==> config.mk <==
export PLATFORM = sky130hd
export DESIGN_NAME = mempool_dma_multi_frontend_flat
export DESIGN_NICKNAME = d
export VERILOG_FILES = /design/src/rtl/mempool_dma_multi_frontend_if.sv /design/src/rtl/mempool_dma_multi_frontend.sv /design/src/flat_wrapper.sv
export SDC_FILE = /design/constraint.sdc
export NUM_CORES = 1
export LEC_CHECK = 0
export CORE_MARGIN = 8
export CORE_UTILIZATION = 52
export DETAILED_ROUTE_END_ITERATION = 8
export GPL_TIMING_DRIVEN = 1
export MAX_ROUTING_LAYER = met4
export PLACE_DENSITY_LB_ADDON = 0.25
export SYNTH_ARGS = -nofsm -noshare
export SYNTH_HDL_FRONTEND = slang
export SYNTH_SLANG_ARGS = --single-unit
==> constraint.sdc <==
create_clock -name clk_i -period 5.2 [get_ports clk_i]
set_input_delay 1.04 -clock clk_i [delete_from_list [all_inputs] [get_ports clk_i]]
set_output_delay 1.04 -clock clk_i [all_outputs]
set_load 0.01 [all_outputs]
==> src/rtl/mempool_dma_multi_frontend_if.sv <==
// Bundles the register port and the backend dispatch signals of the DMA frontend.
// The slave modport is the frontend's view; master is the driver's view.
interface mempool_dma_multi_frontend_if #(
    parameter int unsigned AddrWidth   = 32,
    parameter int unsigned DataWidth   = 32,
    parameter int unsigned NumBackends = 4,
    parameter int unsigned DmaIdWidth  = 8
);
    logic                   reg_valid_i;
    logic                   reg_write_i;
    logic [4:0]             reg_addr_i;
    logic [DataWidth-1:0]   reg_wdata_i;
    logic                   reg_ready_o;
    logic [DataWidth-1:0]   reg_rdata_o;
    logic                   reg_error_o;
    logic [AddrWidth-1:0]   burst_src_o;
    logic [AddrWidth-1:0]   burst_dst_o;
    logic [AddrWidth-1:0]   burst_num_bytes_o;
    logic [DmaIdWidth-1:0]  burst_id_o;
    logic [NumBackends-1:0] valid_o;
    logic [NumBackends-1:0] ready_i;
    logic [NumBackends-1:0] backend_idle_i;
    logic [NumBackends-1:0] trans_complete_i;
    logic                   idle_o;

    modport slave (
        input  reg_valid_i, reg_write_i, reg_addr_i, reg_wdata_i,
        output reg_ready_o, reg_rdata_o, reg_error_o,
        output burst_src_o, burst_dst_o, burst_num_bytes_o, burst_id_o, valid_o,
        input  ready_i, backend_idle_i, trans_complete_i,
        output idle_o
    );

    modport master (
        output reg_valid_i, reg_write_i, reg_addr_i, reg_wdata_i,
        input  reg_ready_o, reg_rdata_o, reg_error_o,
        input  burst_src_o, burst_dst_o, burst_num_bytes_o, burst_id_o, valid_o,
        output ready_i, backend_idle_i, trans_complete_i,
        input  idle_o
    );
endinterface

==> src/rtl/mempool_dma_multi_frontend.sv <==
// Register-programmed DMA frontend: software stages SRC/DST/NUM_BYTES, a NEXT_ID read
// enqueues the burst, and queued bursts are handed in order to one of NumBackends backends.
module mempool_dma_multi_frontend #(
    parameter int unsigned AddrWidth   = 32,
    parameter int unsigned DataWidth   = 32,
    parameter int unsigned NumBackends = 4,
    parameter int unsigned QueueDepth  = 4,
    parameter int unsigned DmaIdWidth  = 8
) (
    input  logic clk_i,
    input  logic rst_i,
    mempool_dma_multi_frontend_if.slave bus
);
    localparam int unsigned QW = $clog2(QueueDepth);
    localparam int unsigned QC = QW + 1;
    localparam int unsigned TW = (NumBackends > 1) ? $clog2(NumBackends) : 1;
    localparam int unsigned TC = TW + 1;
    localparam int unsigned CW = $clog2(NumBackends + 1);

    localparam logic [4:0] ADDR_SRC    = 5'h00;
    localparam logic [4:0] ADDR_DST    = 5'h04;
    localparam logic [4:0] ADDR_NUM    = 5'h08;
    localparam logic [4:0] ADDR_NEXT   = 5'h0C;
    localparam logic [4:0] ADDR_DONE   = 5'h10;
    localparam logic [4:0] ADDR_STATUS = 5'h14;

    // OPEN: no target chosen yet; LOCK: target held until handshake; GAP: one dead cycle after a pop
    typedef enum logic [1:0] {S_OPEN, S_LOCK, S_GAP} disp_state_t;

    logic [AddrWidth-1:0]  r_src, r_dst, r_num;
    logic [DmaIdWidth-1:0] r_next_id, r_completed;
    logic [AddrWidth-1:0]  r_q_src [QueueDepth];
    logic [AddrWidth-1:0]  r_q_dst [QueueDepth];
    logic [AddrWidth-1:0]  r_q_num [QueueDepth];
    logic [DmaIdWidth-1:0] r_q_id  [QueueDepth];
    logic [QW:0]           r_wptr, r_rptr;
    disp_state_t           r_state, w_state_next;
    logic [TW-1:0]         r_target, r_rr_ptr, w_target_next, w_rr_next;

    logic [QW:0]            w_count;
    logic                   w_empty, w_full, w_idle;
    logic                   w_head_valid, w_pop, w_push, w_wr_en, w_ready, w_error;
    logic [TW-1:0]          w_pick, w_target;
    logic [TC-1:0]          w_sum;
    logic                   w_found;
    logic [NumBackends-1:0] w_valid;
    logic [CW-1:0]          w_cmpl_cnt;
    logic [DataWidth-1:0]   w_rdata, w_status;

    assign w_count      = r_wptr - r_rptr;
    assign w_empty      = (w_count == '0);
    assign w_full       = (w_count == QC'(QueueDepth));
    assign w_idle       = rst_i ? (&bus.backend_idle_i) : (w_empty && (&bus.backend_idle_i));
    assign w_head_valid = !rst_i && !w_empty && (r_state != S_GAP);
    assign w_target     = (r_state == S_LOCK) ? r_target : w_pick;
    assign w_pop        = w_head_valid && bus.ready_i[w_target];

    // Search cyclically from rr_ptr for the first idle backend; fall back to rr_ptr itself
    always_comb begin
        w_pick  = r_rr_ptr;
        w_found = 1'b0;
        w_sum   = '0;
        for (int i = 0; i < NumBackends; i++) begin
            w_sum = {1'b0, r_rr_ptr} + TC'(i);
            if (w_sum >= TC'(NumBackends)) w_sum = w_sum - TC'(NumBackends);
            if (!w_found && bus.backend_idle_i[w_sum[TW-1:0]]) begin
                w_pick  = w_sum[TW-1:0];
                w_found = 1'b1;
            end
        end
    end

    // Dispatch next-state: lock on first sight of a head, release and insert a gap on handshake
    always_comb begin
        w_state_next  = r_state;
        w_target_next = r_target;
        w_rr_next     = r_rr_ptr;
        if (w_pop) begin
            w_state_next = S_GAP;
            w_rr_next    = (w_target == TW'(NumBackends - 1)) ? '0 : w_target + 1'b1;
        end else if (w_head_valid) begin
            w_state_next  = S_LOCK;
            w_target_next = w_target;
        end else if (r_state == S_GAP) begin
            w_state_next = S_OPEN;
        end
    end

    // One-hot valid toward the chosen backend while a dispatchable head exists
    always_comb begin
        w_valid = '0;
        if (w_head_valid) w_valid[w_target] = 1'b1;
    end

    // Count every completion pulse seen this cycle, including simultaneous ones
    always_comb begin
        w_cmpl_cnt = '0;
        for (int i = 0; i < NumBackends; i++) w_cmpl_cnt = w_cmpl_cnt + CW'(bus.trans_complete_i[i]);
    end

    // STATUS word: idle, full, queue count and the ID the next enqueue will receive
    always_comb begin
        w_status                    = '0;
        w_status[0]                 = w_idle;
        w_status[1]                 = w_full;
        w_status[15:8]              = 8'(w_count);
        w_status[16 +: DmaIdWidth]  = r_next_id;
    end

    // Register decode; only a NEXT_ID read against a full queue stalls the port
    always_comb begin
        w_rdata = '0;
        w_error = 1'b0;
        w_ready = 1'b1;
        w_wr_en = 1'b0;
        w_push  = 1'b0;
        if (!bus.reg_write_i && (bus.reg_addr_i == ADDR_NEXT) && w_full) w_ready = 1'b0;
        if (bus.reg_write_i) begin
            case (bus.reg_addr_i)
                ADDR_SRC, ADDR_DST, ADDR_NUM: w_wr_en = bus.reg_valid_i;
                default:                      w_error = 1'b1;
            endcase
        end else begin
            case (bus.reg_addr_i)
                ADDR_SRC:    w_rdata = DataWidth'(r_src);
                ADDR_DST:    w_rdata = DataWidth'(r_dst);
                ADDR_NUM:    w_rdata = DataWidth'(r_num);
                ADDR_NEXT: begin
                    if (r_num != '0) begin
                        w_rdata = DataWidth'(r_next_id);
                        w_push  = bus.reg_valid_i && !w_full;
                    end else begin
                        w_error = 1'b1;
                    end
                end
                ADDR_DONE:   w_rdata = DataWidth'(r_completed);
                ADDR_STATUS: w_rdata = w_status;
                default:     w_error = 1'b1;
            endcase
        end
    end

    // Descriptor storage, written at the tail when a burst is enqueued
    always_ff @(posedge clk_i) begin
        if (w_push) begin
            r_q_src[r_wptr[QW-1:0]] <= r_src;
            r_q_dst[r_wptr[QW-1:0]] <= r_dst;
            r_q_num[r_wptr[QW-1:0]] <= r_num;
            r_q_id[r_wptr[QW-1:0]]  <= r_next_id;
        end
    end

    // Programming registers, queue pointers, dispatch state and completion counter
    always_ff @(posedge clk_i) begin
        if (rst_i) begin
            r_src       <= '0;
            r_dst       <= '0;
            r_num       <= '0;
            r_next_id   <= '0;
            r_completed <= '0;
            r_wptr      <= '0;
            r_rptr      <= '0;
            r_state     <= S_OPEN;
            r_target    <= '0;
            r_rr_ptr    <= '0;
        end else begin
            if (w_wr_en) begin
                case (bus.reg_addr_i)
                    ADDR_SRC: r_src <= bus.reg_wdata_i[AddrWidth-1:0];
                    ADDR_DST: r_dst <= bus.reg_wdata_i[AddrWidth-1:0];
                    ADDR_NUM: r_num <= bus.reg_wdata_i[AddrWidth-1:0];
                    default:  ;
                endcase
            end
            if (w_push) begin
                r_wptr    <= r_wptr + 1'b1;
                r_next_id <= r_next_id + 1'b1;
            end
            if (w_pop) r_rptr <= r_rptr + 1'b1;
            r_state     <= w_state_next;
            r_target    <= w_target_next;
            r_rr_ptr    <= w_rr_next;
            r_completed <= r_completed + DmaIdWidth'(w_cmpl_cnt);
        end
    end

    assign bus.reg_ready_o       = w_ready;
    assign bus.reg_rdata_o       = w_rdata;
    assign bus.reg_error_o       = w_error;
    assign bus.burst_src_o       = rst_i ? '0 : r_q_src[r_rptr[QW-1:0]];
    assign bus.burst_dst_o       = rst_i ? '0 : r_q_dst[r_rptr[QW-1:0]];
    assign bus.burst_num_bytes_o = rst_i ? '0 : r_q_num[r_rptr[QW-1:0]];
    assign bus.burst_id_o        = rst_i ? '0 : r_q_id[r_rptr[QW-1:0]];
    assign bus.valid_o           = w_valid;
    assign bus.idle_o            = w_idle;
endmodule

==> src/flat_wrapper.sv <==
// flat-port wrapper written by rule: the top's interface ports become plain ports
module mempool_dma_multi_frontend_flat 
#(
    parameter int unsigned AddrWidth   = 32,
    parameter int unsigned DataWidth   = 32,
    parameter int unsigned NumBackends = 4,
    parameter int unsigned QueueDepth  = 4,
    parameter int unsigned DmaIdWidth  = 8
)
  (clk_i, rst_i, bus_reg_valid_i, bus_reg_write_i, bus_reg_addr_i, bus_reg_wdata_i, bus_reg_ready_o, bus_reg_rdata_o, bus_reg_error_o, bus_burst_src_o, bus_burst_dst_o, bus_burst_num_bytes_o, bus_burst_id_o, bus_valid_o, bus_ready_i, bus_backend_idle_i, bus_trans_complete_i, bus_idle_o);
  mempool_dma_multi_frontend_if #(.AddrWidth(AddrWidth), .DataWidth(DataWidth), .NumBackends(NumBackends), .DmaIdWidth(DmaIdWidth)) bus_i ();
  input  logic clk_i;
  input  logic rst_i;
  input wire logic [$bits(bus_i.reg_valid_i)-1:0] bus_reg_valid_i;
  input wire logic [$bits(bus_i.reg_write_i)-1:0] bus_reg_write_i;
  input wire logic [$bits(bus_i.reg_addr_i)-1:0] bus_reg_addr_i;
  input wire logic [$bits(bus_i.reg_wdata_i)-1:0] bus_reg_wdata_i;
  output wire logic [$bits(bus_i.reg_ready_o)-1:0] bus_reg_ready_o;
  output wire logic [$bits(bus_i.reg_rdata_o)-1:0] bus_reg_rdata_o;
  output wire logic [$bits(bus_i.reg_error_o)-1:0] bus_reg_error_o;
  output wire logic [$bits(bus_i.burst_src_o)-1:0] bus_burst_src_o;
  output wire logic [$bits(bus_i.burst_dst_o)-1:0] bus_burst_dst_o;
  output wire logic [$bits(bus_i.burst_num_bytes_o)-1:0] bus_burst_num_bytes_o;
  output wire logic [$bits(bus_i.burst_id_o)-1:0] bus_burst_id_o;
  output wire logic [$bits(bus_i.valid_o)-1:0] bus_valid_o;
  input wire logic [$bits(bus_i.ready_i)-1:0] bus_ready_i;
  input wire logic [$bits(bus_i.backend_idle_i)-1:0] bus_backend_idle_i;
  input wire logic [$bits(bus_i.trans_complete_i)-1:0] bus_trans_complete_i;
  output wire logic [$bits(bus_i.idle_o)-1:0] bus_idle_o;
  assign bus_i.reg_valid_i = bus_reg_valid_i;
  assign bus_i.reg_write_i = bus_reg_write_i;
  assign bus_i.reg_addr_i = bus_reg_addr_i;
  assign bus_i.reg_wdata_i = bus_reg_wdata_i;
  assign bus_reg_ready_o = bus_i.reg_ready_o;
  assign bus_reg_rdata_o = bus_i.reg_rdata_o;
  assign bus_reg_error_o = bus_i.reg_error_o;
  assign bus_burst_src_o = bus_i.burst_src_o;
  assign bus_burst_dst_o = bus_i.burst_dst_o;
  assign bus_burst_num_bytes_o = bus_i.burst_num_bytes_o;
  assign bus_burst_id_o = bus_i.burst_id_o;
  assign bus_valid_o = bus_i.valid_o;
  assign bus_i.ready_i = bus_ready_i;
  assign bus_i.backend_idle_i = bus_backend_idle_i;
  assign bus_i.trans_complete_i = bus_trans_complete_i;
  assign bus_idle_o = bus_i.idle_o;
  mempool_dma_multi_frontend #(.AddrWidth(AddrWidth), .DataWidth(DataWidth), .NumBackends(NumBackends), .QueueDepth(QueueDepth), .DmaIdWidth(DmaIdWidth)) u_core (.clk_i(clk_i), .rst_i(rst_i), .bus(bus_i));
endmodule
After elaboration in Yosys (flattened, before gate mapping). Memory sizes are Yosys's and may differ from the RTL's. A register that Yosys moved wholly into a read port is not among the register bits. Index checks and enable logic that the tools add are counted.

Add/sub/neg operators: 16. Reduce and logical (&&, ||, !) cells: 31. Muxes and demuxes: 57. Order comparisons: 10. Bitwise operators: 1. Equal/unequal tests: 10.

Operators with widths (number): one-hot mux 32 bit (6 select lines) (1); 2-to-1 mux 32 bit (4); 2-to-1 mux 2 bit (21); nonzero test 32 bit (1); 2-to-1 mux 1 bit (21); 2-to-1 mux 8 bit (2); less-than comparator 2 x 3 -> 1 bit, second input constant (5); logical AND 1 bit (11); binary-select mux 1 bit (select 2 bit) (5); == test 5 x 4 -> 1 bit, second input constant (2); == test 5 bit, second input constant (2); greater-or-equal comparator 3 bit, second input constant (3); adder 8 x 1 -> 8 bit, second input constant (1); adder 8 x 3 -> 8 bit (1); AND reduction 2 bit (4); subtractor 2 x 1 -> 2 bit, second input constant (4); logical NOT 1 bit (7); adder 2 x 2 -> 3 bit, second input constant (2); adder 3 x 1 -> 3 bit (2); adder 3 x 1 -> 3 bit, second input constant (2); == test 5 x 3 -> 1 bit, second input constant (1); logical NOT 5 bit (1); OR reduction 5 bit (1); == test 2 bit, second input constant (2); other kinds (19) (19).

Memories: 4. Register bits: 124. Word-level logic and storage cells: 140. Bits in writable memories: 416. Output and inout bits: 143. Bits of input ports: 53.

Memories: u_core.r_q_dst (words 4, bits a word 32, rd ports 1, clocked after Yosys merged registers in 1, write ports 1, line mempool_dma_multi_frontend.sv:33) `logic [AddrWidth-1:0] r_q_dst [QueueDepth];`; u_core.r_q_num (words 4, bits a word 32, rd ports 1, clocked after Yosys merged registers in 1, write ports 1, line mempool_dma_multi_frontend.sv:34) `logic [AddrWidth-1:0] r_q_num [QueueDepth];`; u_core.r_q_src (words 4, bits a word 32, rd ports 1, clocked after Yosys merged registers in 1, write ports 1, line mempool_dma_multi_frontend.sv:32) `logic [AddrWidth-1:0] r_q_src [QueueDepth];`; u_core.r_q_id (words 4, bits a word 8, rd ports 1, clocked after Yosys merged registers in 1, write ports 1, line mempool_dma_multi_frontend.sv:35) `logic [DmaIdWidth-1:0] r_q_id [QueueDepth];`.

Logic depth before layout (Yosys ltp). Gate-level depths: netlist of the first run.

Depth in word-level cells: 20. Mapped depth: 12.

Least setup slack after synthesis of the first run. No wires, ideal clock.

Kind: input port to flip-flop. Start point: input bus_reg_write_i. End point: memory u_core.r_q_dst[0][0], enable pin. Required time: 4.725 ns. Data arrival time: 4.596 ns. Buffers on the path: 2. Cell stages on the path: 6. Slack: 0.129 ns. Setup time: 0.475 ns. Path through: clkbuf_1 nor4_1 o2111ai_1 o21ba_2 buf_2 and2_1.

Longest elaborated chain between the ends: 3.

Ends and longest elaborated chain: from (decl) (line flat_wrapper.sv:15) `input wire logic [$bits(bus_i.reg_write_i)-1:0] bus_reg_write_i;`; 2-to-1 mux 1 bit (line mempool_dma_multi_frontend.sv:118) `if (bus.reg_write_i) begin`; 2-to-1 mux 1 bit (line mempool_dma_multi_frontend.sv:145) `if (w_push) begin`; 2-to-1 mux 1 bit (not written as such) (line mempool_dma_multi_frontend.sv:147) `r_q_dst[r_wptr[QW-1:0]] <= r_dst;`; to (decl) (line mempool_dma_multi_frontend.sv:33).

No other way between the ends.

Worst setup path after layout of the first run.
Start point: register u_core.r_wptr[0]. End point: output bus_reg_rdata_o[0].

Longest elaborated chain between the ends: 6.

Ends and longest elaborated chain: from (decl) (line mempool_dma_multi_frontend.sv:36) `logic [QW:0] r_wptr, r_rptr;`; from (signal assigned) (line mempool_dma_multi_frontend.sv:176) `r_wptr <= r_wptr + 1'b1;`; subtractor 3 bit (line mempool_dma_multi_frontend.sv:50) `assign w_count = r_wptr - r_rptr;`; logical NOT 3 bit (line mempool_dma_multi_frontend.sv:51) `assign w_empty = (w_count == '0);`; logical AND 1 bit (line mempool_dma_multi_frontend.sv:53) `assign w_idle = rst_i ? (&bus.backend_idle_i) : (w_empty && (&bus.backend_idle_i));`; 2-to-1 mux 1 bit (line mempool_dma_multi_frontend.sv:53); one-hot mux 32 bit (6 select lines) (line mempool_dma_multi_frontend.sv:124) `case (bus.reg_addr_i)`; 2-to-1 mux 32 bit (line mempool_dma_multi_frontend.sv:118); to (decl) (line flat_wrapper.sv:19) `output wire logic [$bits(bus_i.reg_rdata_o)-1:0] bus_reg_rdata_o;`.

No other way between the ends.

==> impl_metrics.json, run 1 <==
{
  "grt_max_degree": 64,
  "synthTopCellsByArea": "edfxtp_1 58%, dfxtp_1 12%, mux4_2 11%, nand2_1 3.7%, and2_1 3.2%",
  "overflow": 0,
  "firstDrtPassIters": 7,
  "slowest_stage": "clkdlybuf4s50_1",
  "comb_power_share_pct": 14.8,
  "ioPinCount": 196,
  "r2r-start": "u_core.r_wptr[0]$_SDFFE_PP0P_",
  "synth_cells": 1431,
  "die_w_um": 220,
  "ys_warn_count": 0,
  "synth.avg_cell_area_um2": 15.2,
  "p_switching_uw": 2350,
  "p_per_area_mw_per_mm2": 385,
  "die_h_um": 220,
  "syn_nets": 1503,
  "place_hpwl_um": 36700,
  "std_cell_rows": 75,
  "clock_skew_ns": 0.0161,
  "die_area_mm2": 0.0486,
  "crit_path_frequent_cell": "inv_1",
  "synth_seq_area_share_pct": 69.1,
  "drv_slew": 0,
  "drt-initial-drc-count": 1395,
  "grt_pass1_wl_um": 83100,
  "intPower_uw": 7780,
  "vias_per_cell": 5.95,
  "holdBufCountCts": 0,
  "setup-tns-final_ns": 0,
  "fin_crit_ns": 5.05,
  "finalCritPeriodShare_pct": 97.1,
  "rsz0062_at_grt": "false",
  "crit_chain": "inv_1, ha_1, inv_1, fa_1, nand2b_1, nand2b_2, a21oi_4, a22oi_1, a21oi_1, clkdlybuf4s50_1",
  "crit_path_start_kind": "register",
  "ant_nets": 0,
  "io_buffer_count": 195,
  "use_met2_pct": 36.9,
  "num_vias": 13300,
  "grt-busiest-layer": "met2",
  "leakage_uw": 0.00856,
  "grtUsageMet1_pct": 31.2,
  "grt_pass1_vias": 13300,
  "setup_violations": 0,
  "routed_wirelength_um": 55600,
  "end_kind": "output port",
  "antenna_found_initial": 6,
  "clockBufferDepth": 3,
  "gp_congestion": 0.909,
  "clkTransAtPathRegs_ns": 0.06,
  "final_util_pct": 63.4,
  "cts_tree": "built",
  "areaGrowthSynthToFinish_pct": 21.3,
  "clkLatencyLatePin_ns": 0.59,
  "irDropWorstVdd_mv": 0.315,
  "cp.required_ns": 4.16,
  "timing.fmax_ghz": 0.198,
  "crit_fanout": 11,
  "hold_path.startpoint": "u_core.r_rptr[2]$_SDFFE_PP0P_",
  "holdCritPathClass": "reg -> reg",
  "yosysTopAreaCell": "edfxtp_1",
  "max-cap-violations": 0,
  "design.core.area_mm2": 0.0416,
  "pwr-share-seq_pct": 46.4,
  "slowest_delay_ns": 0.63,
  "synthDistinctLibCells": 57,
  "switching_share_pct": 23.2,
  "post_route_cells_drive_above_1_share_pct": 15.0,
  "grtUsageTotal_pct": 23.7,
  "ys_ff_latch": 542,
  "use_met3_pct": 5.15,
  "worstMarginPinSlew_ns": 0.906,
  "wl_per_cell_um": 25.0,
  "drc": 0,
  "crit_type": "reg -> out",
  "synth_top_flop_cell": "edfxtp_1",
  "relSlewSlack_pct": 39.6,
  "finalHoldViolations": 0,
  "syn_area_mm2": 0.0217,
  "fin_nets": 1710,
  "cts_num_sinks": 542,
  "synthArstFlopShare_pct": 0,
  "worstPathArrival_ns": 4.01,
  "status": "completed",
  "setup.worst_path.start": "u_core.r_wptr[0]$_SDFFE_PP0P_",
  "htree_levels": 2,
  "synth-edff-count": 416,
  "synth_top_area_share_pct": 57.5,
  "initial_core_util_pct": 52.2,
  "cts_buffers": 53,
  "root_buffer": "clkbuf_16",
  "clkPwrFrac_pct": 38.8
}
==> cells by family after synthesis <==
kind of cell | count (synthesis) | share of synthesized area, %
AOI/OAI and AO/OA | 203 | 5.91
xor gates and xnor gates | 13 | 0.593
adders and majority gates | 19 | 1.20
buffers and inverters | 108 | 2.19
DFF | 542 | 69.1
muxes | 113 | 11.3
and+or+nand+nor | 433 | 9.73
==> synth_stat cells (3+ instances only) <==
library cell / number
edfxtp_1: 416
nand2_1: 213
dfxtp_1: 126
a21oi_1: 119
and2_1: 112
mux4_2: 104
clkbuf_1: 51
nor2_1: 37
a22oi_1: 33
buf_2: 25
inv_1: 18
ha_1: 16
a222oi_1: 14
and3_1: 11
nand2b_1: 11
nand4_1: 10
xor2_1: 10
nor2b_1: 9
nor4_1: 9
a31oi_1: 8
nand3_1: 8
buf_1: 6
mux2i_1: 6
buf_4: 4
nor3_1: 4
o21ai_0: 4
buf_6: 3
fa_1: 3
o2111ai_1: 3
or3_1: 3
==> metrics by stage <==
stage                     setup WS, ns  area, um2  instances  hold slack, ns  total power [uW]
after CTS                       0.0833      26300       2222           0.498             10200
after floorplan                  0.129      21700       1431           0.453              5740
final                            0.150      26300       2227           0.492             10100
after global placement           0.501      24500       2122           0.469              6290
after global routing            0.0708      26300       2227           0.533             10500
after detailed placement         0.450      24500       2122           0.488              6300
==> power groups by stage <==
stage	Combinational (uW)	Sequential [uW]	Clock [uW]
detailed placement	1510	4790	0
floorplan	988	4750	0
global route	1610	4700	4150
CTS	1530	4700	3990
global placement	1500	4790	0
finish	1500	4700	3930
==> area by class of cell <==
class                   instances  area (um2)
inverters                      18        68.8
clock inverters                21         216
repair buffers                242        2490
diodes                          5        12.5
multi-input cells             781        6260
well taps                     539         674
fillers                      2995       15200
flip-flops and latches        542       15000
clock buffers                  79        1600
==> what timing repair did <==
| action | CTS | global route |
|---|---|---|
| resized for setup | 1 | 2 |
| setup buffers | 0 | 0 |
| endpoints found under the setup margin | 1 | 1 |
| cloned | 0 | 0 |
==> cells in the final DEF (no fill, tap or decap), drive strengths merged, types with 19 or more instances in the layout <==
master	instances
and2	112
inv	19
mux4	104
clkbuf	79
a22oi	34
dfxtp	126
a21oi	119
edfxtp	416
buf	48
nand2	213
nor2	37
clkdlybuf4s50	194
==> layer usage <==
layer,routed length [um],up-vias
met5,0,-
met4,1580,0
met3,4690,104
met2,26600,590
met1,22800,6716
li1,-,5851
==> path summary, 6_finish.rpt <==
path	endpoint	slack (ns)	depth (start not counted)
setup / recovery	bus_reg_rdata_o[0]	0.15	10
hold reg to reg	u_core.r_rptr[2]$_SDFFE_PP0P_	0.49	1
hold / removal	u_core.r_rptr[2]$_SDFFE_PP0P_	0.49	1
setup reg to reg	u_core.r_q_src[3][3]$_DFFE_PP_	1.88	9
==> state kept, by name, indices dropped and copies added (netlist names), named ones only <==
register / flops
u_core.r_wptr: 3
u_core.r_src: 32
u_core.r_q_id: 32
u_core.r_q_num: 128
u_core.r_rr_ptr: 2
u_core.r_rptr: 3
u_core.r_completed: 8
u_core.r_target: 2
u_core.r_num: 32
u_core.r_q_dst: 128
u_core.r_next_id: 8
u_core.r_state: 2
u_core.r_q_src: 128
u_core.r_dst: 32
==> critical path, delay by kind of cell (launching register included) <==
| kind | cells | cell delay, ns |
|---|---|---|
| buffers and inverters | 3 | 0.82 |
| adders and majority gates | 2 | 0.66 |
| DFF | 1 | 0.41 |
| and+or+nand+nor | 2 | 0.66 |
| AOI/OAI and AO/OA | 3 | 0.86 |
Power figures use the tool's default switching activity.
==> run 2: changes to the inputs <==
Settings changed: CORE_MARGIN 8 to not set, CORE_UTILIZATION 52 to 44.
==> impl_metrics.json, run 2 (synthesis gave the netlist of run 1 again) <==
{
  "crit_path_start_kind": "register",
  "holdCritPathClass": "reg -> reg",
  "multiInputGateArea_mm2": 0.00624,
  "clock_skew_ns": 0.0183,
  "io_buffer_count": 195,
  "die_area_mm2": 0.0503,
  "ctsResizeCount": 0,
  "ioPinCount": 196,
  "max-cap-violations": 0,
  "power_uw": 10000,
  "clkTransAtPathRegs_ns": 0.06,
  "clkLatencyLatePin_ns": 0.60,
  "overflow": 0,
  "worstPathArrival_ns": 3.92,
  "grt_pass1_vias": 13000,
  "slowest_stage": "clkdlybuf4s50_1",
  "die_h_um": 224,
  "cts_tree": "built",
  "design_area_mm2": 0.0263,
  "gp_congestion": 0.896,
  "cpLargestDelayFamily": "compound AO/OA/AOI/OAI gates",
  "layout_commonest_cell": "edfxtp_1",
  "cts_setup_buffers": 0,
  "status": "completed",
  "setup-tns-final_ns": 0,
  "clockBufferDepth": 3,
  "initial_core_util_pct": 44.5,
  "finalHoldViolations": 0,
  "mostFrequentLayoutCells": "416 x edfxtp_1, 213 x nand2_1, 194 x clkdlybuf4s50_1, 124 x dfxtp_1, 119 x a21oi_1",
  "finalCritPeriodShare_pct": 95.4,
  "die_w_um": 224,
  "holdBufCountCts": 0,
  "design.core.area_mm2": 0.0488,
  "relSlewSlack_pct": 41.3,
  "fin_crit_ns": 4.96,
  "drt-initial-drc-count": 1390,
  "end_kind": "output port",
  "routed_wirelength_um": 56000,
  "grt_pass1_wl_um": 82700,
  "timing.fmax_ghz": 0.201,
  "cts_num_sinks": 542,
  "path_buf_inv": 3,
  "setup_violations": 0,
  "ant_nets": 0,
  "slowest_delay_ns": 0.59,
  "std_cell_rows": 81,
  "firstDrtPassIters": 8,
  "cts_buffers": 52,
  "place_hpwl_um": 36400,
  "worstMarginPinSlew_ns": 0.881,
  "drc": 0,
  "drv_slew": 0,
  "antenna_found_initial": 6,
  "crit_fanout": 11,
  "fin_nets": 1705,
  "leakage_uw": 0.00849,
  "crit_type": "reg -> out",
  "final-seq-area_mm2": 0.0150,
  "post_route_cells_drive_above_1_share_pct": 14.7,
  "fin_cells": 2346,
  "fin_hold_ws_ns": 0.519,
  "crit_chain": "inv_1, ha_1, inv_1, fa_1, nand2b_1, nand2b_1, a21oi_1, a22oi_1, a21oi_1, clkdlybuf4s50_1",
  "post_dp_cell_area_mm2": 0.0246,
  "areaGrowthSynthToFinish_pct": 21.2,
  "wl_per_cell_um": 23.9,
  "vias_per_cell": 5.62,
  "cp.required_ns": 4.16,
  "grtUsageTotal_pct": 23.1,
  "p_per_area_mw_per_mm2": 381,
  "num_vias": 13200,
  "htree_levels": 2,
  "placed_cells": 2243,
  "grt_max_degree": 64,
  "rsz0062_at_grt": "false",
  "root_buffer": "clkbuf_16",
  "irDropWorstVdd_mv": 0.243,
  "n_fill_cell": 4017
}
==> run 2: area by class of cell <==
cell class,instances,share of cell area [%]
Antenna cell,6,0.0570
Clock buffer,73,5.59
Clock inverter,24,0.979
Inverter,18,0.261
Multi-Input combinational cell,781,23.7
Sequential cell,542,57.0
Tap cell,664,3.15
Timing Repair Buffer,238,9.20
==> run 2: path summary, 6_finish.rpt <==
kind,startpoint,to,slack [ns],cells after the start
min reg2reg,u_core.r_dst[30]$_SDFFE_PP0P_,u_core.r_dst[30]$_SDFFE_PP0P_,0.52,2
min,u_core.r_dst[30]$_SDFFE_PP0P_,u_core.r_dst[30]$_SDFFE_PP0P_,0.52,2
max reg2reg,u_core.r_rptr[0]$_SDFFE_PP0P_,u_core.r_q_dst[3][26]$_DFFE_PP_,1.94,8
max,u_core.r_wptr[0]$_SDFFE_PP0P_,bus_reg_rdata_o[0],0.24,10
==> run 2: layer usage <==
layer  wire (um)  up-vias  GRT usage [%]
li1            -     5826              -
met1       24000     6745           31.8
met2       26600      510           35.1
met3        3710       95           3.63
met4        1630        0           7.99
met5           0        -              -
==> run 2: power by group <==
group          leakage [uW]  switching (uW)  total [uW]  internal, uW
combinational       0.00278             656        1460           808
sequential          0.00486             101        4740          4640
clock              0.000847            1600        3830          2220
total               0.00849            2360       10000          7670
==> run 2: worst register-to-register path, cell delays in order, from the launching register on <==
cell and delay, ns:
dfxtp_1 0.47, ha_1 0.19, inv_1 0.05, fa_1 0.50, nand2b_1 0.19, o2111ai_1 0.13
o21ba_2 0.47, and2_4 0.50, buf_12 0.37
==> run 2: stage by stage <==
step | utilization, % | worst slack [ns]
6_report | 53.9 | 0.237
5_1_grt | 53.9 | 0.0365
4_1_cts | 53.9 | 0.139
3_5_place_dp | 50.3 | 0.466
3_3_place_gp | 50.3 | 0.488
2_1_floorplan | - | 0.129
